<file path="config.mk">
export PLATFORM = sky130hd
export DESIGN_NAME = mem_transfer_ctrl
export DESIGN_NICKNAME = d
export VERILOG_FILES = /design/src/rtl/mem_transfer_ctrl.sv
export SDC_FILE = /design/constraint.sdc
export NUM_CORES = 1
export LEC_CHECK = 0
export ABC_AREA = 0
export BUFFER_PORTS_ARGS = -buffer_cell sky130_fd_sc_hd__buf_2
export CORE_MARGIN = 2
export CORE_UTILIZATION = 46
export CTS_CLUSTER_DIAMETER = 30
export DETAILED_ROUTE_END_ITERATION = 12
export PLACE_DENSITY = 0.87
export REMOVE_ABC_BUFFERS = 1
export SLEW_MARGIN = 20
export SYNTH_ARGS = -nofsm -noshare
export SYNTH_HDL_FRONTEND = slang
export SYNTH_SLANG_ARGS = --single-unit
</file>
<file path="constraint.sdc">
create_clock -name clock -period 1.95 [get_ports clock]
set_input_delay 0.195 -clock clock [delete_from_list [all_inputs] [get_ports clock]]
set_output_delay 0.195 -clock clock [all_outputs]
set_load 0.005 [all_outputs]
</file>
<file path="src/rtl/mem_transfer_ctrl.sv">
// Copies every word of memory A into memory B at the same address, one word per 3 cycles.
// Optional XFER_CHECKSUM_EN adds a running modulo-2**DATA_W sum of the written words.
module mem_transfer_ctrl #(
  parameter int DATA_W = 8,
  parameter int ADDR_W = 2
) (
  input  logic              clock,
  input  logic              reset,
  input  logic              start,
  input  logic              abort,
  output logic [ADDR_W-1:0] AddrA,
  input  logic [DATA_W-1:0] DOutA,
  output logic [ADDR_W-1:0] AddrB,
  output logic              WEB,
  output logic [DATA_W-1:0] DataInB,
  output logic              busy,
  output logic              done
`ifdef XFER_CHECKSUM_EN
  ,
  output logic [DATA_W-1:0] checksum
`endif
);

  typedef enum logic [2:0] {
    IDLE,
    RD,
    LAT,
    WR,
    DONE
  } state_t;

  localparam logic [ADDR_W-1:0] LAST_IDX = '1;

  state_t            state, state_d;
  logic [ADDR_W-1:0] idx, idx_d;
  logic [ADDR_W-1:0] addr_b, addr_b_d;
  logic [DATA_W-1:0] data_reg, data_d;

  // NOTE: state lives only in this block and uses non-blocking assignments, so every
  // register samples the values computed in the previous cycle.
  always_ff @(posedge clock or posedge reset) begin
    if (reset) begin
      state    <= IDLE;
      idx      <= '0;
      addr_b   <= '0;
      data_reg <= '0;
    end else begin
      state    <= state_d;
      idx      <= idx_d;
      addr_b   <= addr_b_d;
      data_reg <= data_d;
    end
  end

  // NOTE: every signal written here gets a default first, so no path can infer a latch.
  always_comb begin
    state_d  = state;
    idx_d    = idx;
    addr_b_d = addr_b;
    data_d   = data_reg;
    unique case (state)
      IDLE: begin
        if (start && !abort) begin
          state_d = RD;
          idx_d   = '0;
        end
      end
      RD: begin
        if (abort) begin
          state_d = IDLE;
          idx_d   = '0;
        end else begin
          state_d = LAT;
        end
      end
      LAT: begin
        if (abort) begin
          state_d = IDLE;
          idx_d   = '0;
        end else begin
          data_d   = DOutA;
          addr_b_d = idx;
          state_d  = WR;
        end
      end
      WR: begin
        if (abort) begin
          state_d = IDLE;
          idx_d   = '0;
        end else if (idx == LAST_IDX) begin
          state_d = DONE;
        end else begin
          idx_d   = idx + 1'b1;
          state_d = RD;
        end
      end
      DONE: begin
        state_d = IDLE;
        idx_d   = '0;
      end
      default: begin
        state_d = IDLE;
        idx_d   = '0;
      end
    endcase
  end

  // Write address/data are registers, so they hold their last values outside WR.
  assign AddrA   = idx;
  assign AddrB   = addr_b;
  assign DataInB = data_reg;
  assign WEB     = (state == WR);
  assign busy    = (state == RD) || (state == LAT) || (state == WR);
  assign done    = (state == DONE);

`ifdef XFER_CHECKSUM_EN
  logic [DATA_W-1:0] sum_q;

  // The WR-cycle write always completes (even with abort), so it is always summed.
  always_ff @(posedge clock or posedge reset) begin
    if (reset) begin
      sum_q <= '0;
    end else if (state == IDLE && start && !abort) begin
      sum_q <= '0;
    end else if (state == WR) begin
      sum_q <= sum_q + data_reg;
    end
  end

  assign checksum = sum_q;
`endif

endmodule

</file>
==> key figures <==
Setup path
  • Critical-path top delay cell: or4b_1
  • WP buf/inv: 0
  • WP data arrival: 1.77 ns
  • FF-to-FF path depth: 3
  • Crit path kind: register to register
  • Reg2Reg Setup Slack: 0.35 ns
  • Worst r2r dst: AddrA[0]
  • CP peak stage delay: 0.53 ns
  • Worst path required time: 2.11 ns
  • Startpoint types: register
  • Cells along the critical path: or4b_1 -> o2111a_2 -> mux2_4
  • Worst R2R Start: state[1]
  • CP Max Fanout: 8
  • CP Capture Type: register
  • CP top delay family: simple AND/OR/NAND/NOR gates

Layout
  • Area growth syn-to-layout: 22.9%
  • Share of layout cells above drive strength 1: 55.0%
  • Final core utilization: 58.6%
  • Antenna diodes: 0
  • Commonest non-fill, non-tap cells in the layout: buf_2 (26), dfrtp_1 (15), mux2_2 (10)
  • Fin nets: 94
  • Commonest non-fill, non-tap cell in the layout: buf_2
  • Final std cells w/o fill: 96

Place
  • Pre-CTS WS: 0.366 ns
  • Gpl congestion: 0.679
  • Placed insts: 91
  • Hpwl dp: 989 um
  • I/O Buffers: 26

Floorplanning
  • Die width: 42.8 um
  • Row count: 14
  • Die Area: 0.00183 sq mm
  • Starting Density: 47.7%
  • DIE HEIGHT: 42.8 um
  • Core area: 0.00145 sq mm
  • I/O Pins: 27

STA
  • Slew headroom: 62.9%
  • F_max: 624 MHz
  • Hold Fails Final Rpt: 0
  • Setup TNS: 0 ns
  • Final worst path period need: 1.60 ns
  • Final Setup Violations: 0
  • Final-report max-slew violation count: 0
  • Tcrit/Tclk final: 82.2%
  • RSZ-0062 raised after global routing: no
  • Worst clock skew: 0.00258 ns
  • PnR worst setup slack: 0.346 ns
  • Slew @ Worst Pin: 0.555 ns

Worst hold path
  • HP Start: DOutA[3]
  • Hold Crit Class: input pin to register
  • Hold Path Cell Cnt: 2
  • WHS Endpoint: DataInB[3]

Routing
  • Via count: 502
  • WL/cell: 13.2 um
  • Post-route ant nets: 0
  • Drt pass-1 iters: 4
  • 1st-iter DRT viols: 6
  • Post-route DRC: 0
  • Routed wire length: 1.27 mm
  • Via/cell ratio: 5.23

CTS
  • Clk pin slew, worst setup/hold paths: 0.08 ns
  • CTS Buf Count: 3
  • CTS tree: yes
  • CTS Sinks: 15
  • Post-CTS Resized: 0
  • Clk_lat worst skew: 0.27 ns
  • CTS Buffer Depth: 2
  • Htree depth: 1
  • CTS root buf: clkbuf_4

Pwr
  • Pwr per Cell Area: 1020 mW/mm^2
  • Clk pwr share: 19.6%
  • Pleak: 0.433 nW
  • Pint: 0.000632 W
  • Flop pwr share: 52.0%
  • Gate power share: 28.4%
  • Worst VDD drop: 0.387 mV
  • Total chip power: 0.000866 W
  • Sw frac: 27.0%
  • P_sw: 0.000234 W

Logic synthesis
  • Mapped Cells: 52
  • Seq/Total Area, Yosys: 54.2%
  • FF+latch count, synth: 15
  • Synthesis Warnings: 0
  • Main area contributors after synthesis: dfrtp_1 (54%), mux2_2 (16%), mux2_4 (4.3%)
  • Synth unique cells: 19
  • Post-synth top area cell: dfrtp_1
  • Avg Inst Size Synth: 13.3 sq um
  • Top-area cell type share of the netlist area: 54.2%
  • Post-synthesis cell area: 693 sq um

Global routing
  • First-pass GRT wire length: 2.13 mm
  • Total global-route track usage: 15.9%
  • Initial antenna violation count: 0
  • Remaining Overflow, GRT: 0
  • Largest net degree at the start of global routing: 16
  • Number of global-route vias before repair: 516

Run
  • Reported max-cap violation count: 0

Status
  • Status: completed
Yosys cell counts:
cell type	n
buf_2	1
nor3_1	3
o21ai_0	1
o2111a_2	1
nor4b_1	3
buf_6	2
ha_1	1
mux2_4	2
mux2_2	10
clkbuf_8	1
nor2_1	3
nor4_1	1
nor2b_1	1
inv_1	2
dfrtp_1	15
or4b_1	1
xnor2_1	1
a21oi_1	1
nand2_1	2
power by group through the flow:
stage | Combinational (W) | Sequential, W | Clock (W)
after floorplan | 0.000114 | 0.000464 | 0
after global placement | 0.000241 | 0.000447 | 0
after detailed placement | 0.000250 | 0.000458 | 0
after CTS | 0.000252 | 0.000451 | 0.000178
after global routing | 0.000272 | 0.000465 | 0.000192
final | 0.000246 | 0.000450 | 0.000170
how the worst max path moves through the flow:
stage,startpoint,to,cells past startpoint
final,state[1],AddrA[0],3
after global routing,state[1],AddrA[0],3
after CTS,state[1],AddrA[0],3
after detailed placement,state[1],AddrA[0],3
after global placement,state[1],AddrA[0],3
after floorplan,state[2],DataInB[0],2
area by class of cell:
| cell class | instances | area [sq um] |
|---|---|---|
| inverters | 2 | 7.51 |
| repair buffers | 28 | 148 |
| clock buffers | 4 | 26.3 |
| multi-input cells | 31 | 275 |
| fillers | 124 | 602 |
| flip-flops and latches | 15 | 375 |
| well taps | 16 | 20.0 |
timing repair:
item / in CTS / in global routing
setup buffers: 0 / 0
hold buffers: 1 / 0
hold endpoints to repair: 15 / 0
endpoints found under the setup margin: 0 / 0
registers in the layout, indices dropped and copies added (netlist names):
signal / count
state: 3
AddrA: 2
DataInB: 8
AddrB: 2
cell families after synthesis:
group / Yosys count / synth area share, %
and+or+nand+nor: 14 / 11.9
xor gates and xnor gates: 1 / 1.26
AOI/OAI and AO/OA: 3 / 3.25
muxes: 12 / 20.6
DFF: 15 / 54.2
adders and majority gates: 1 / 1.80
buffers and inverters: 6 / 7.04
stage by stage:
step	hold slack, ns	area (sq um)
5_1_grt	0.145	852
4_1_cts	0.146	852
3_3_place_gp	0.257	816
2_1_floorplan	0.0965	652
3_5_place_dp	0.278	816
6_report	0.152	852
per-layer routing:
metal | track usage [%] | share of wire [%] | vias to the layer above
li1 | - | - | 239
met1 | 15.8 | 39 | 236
met2 | 29.7 | 50 | 25
met3 | 3.40 | 10 | 2
met4 | 9.38 | 1.3 | 0
met5 | 0 | 0 | -
No activity file was read; power rests on OpenSTA's default activity.
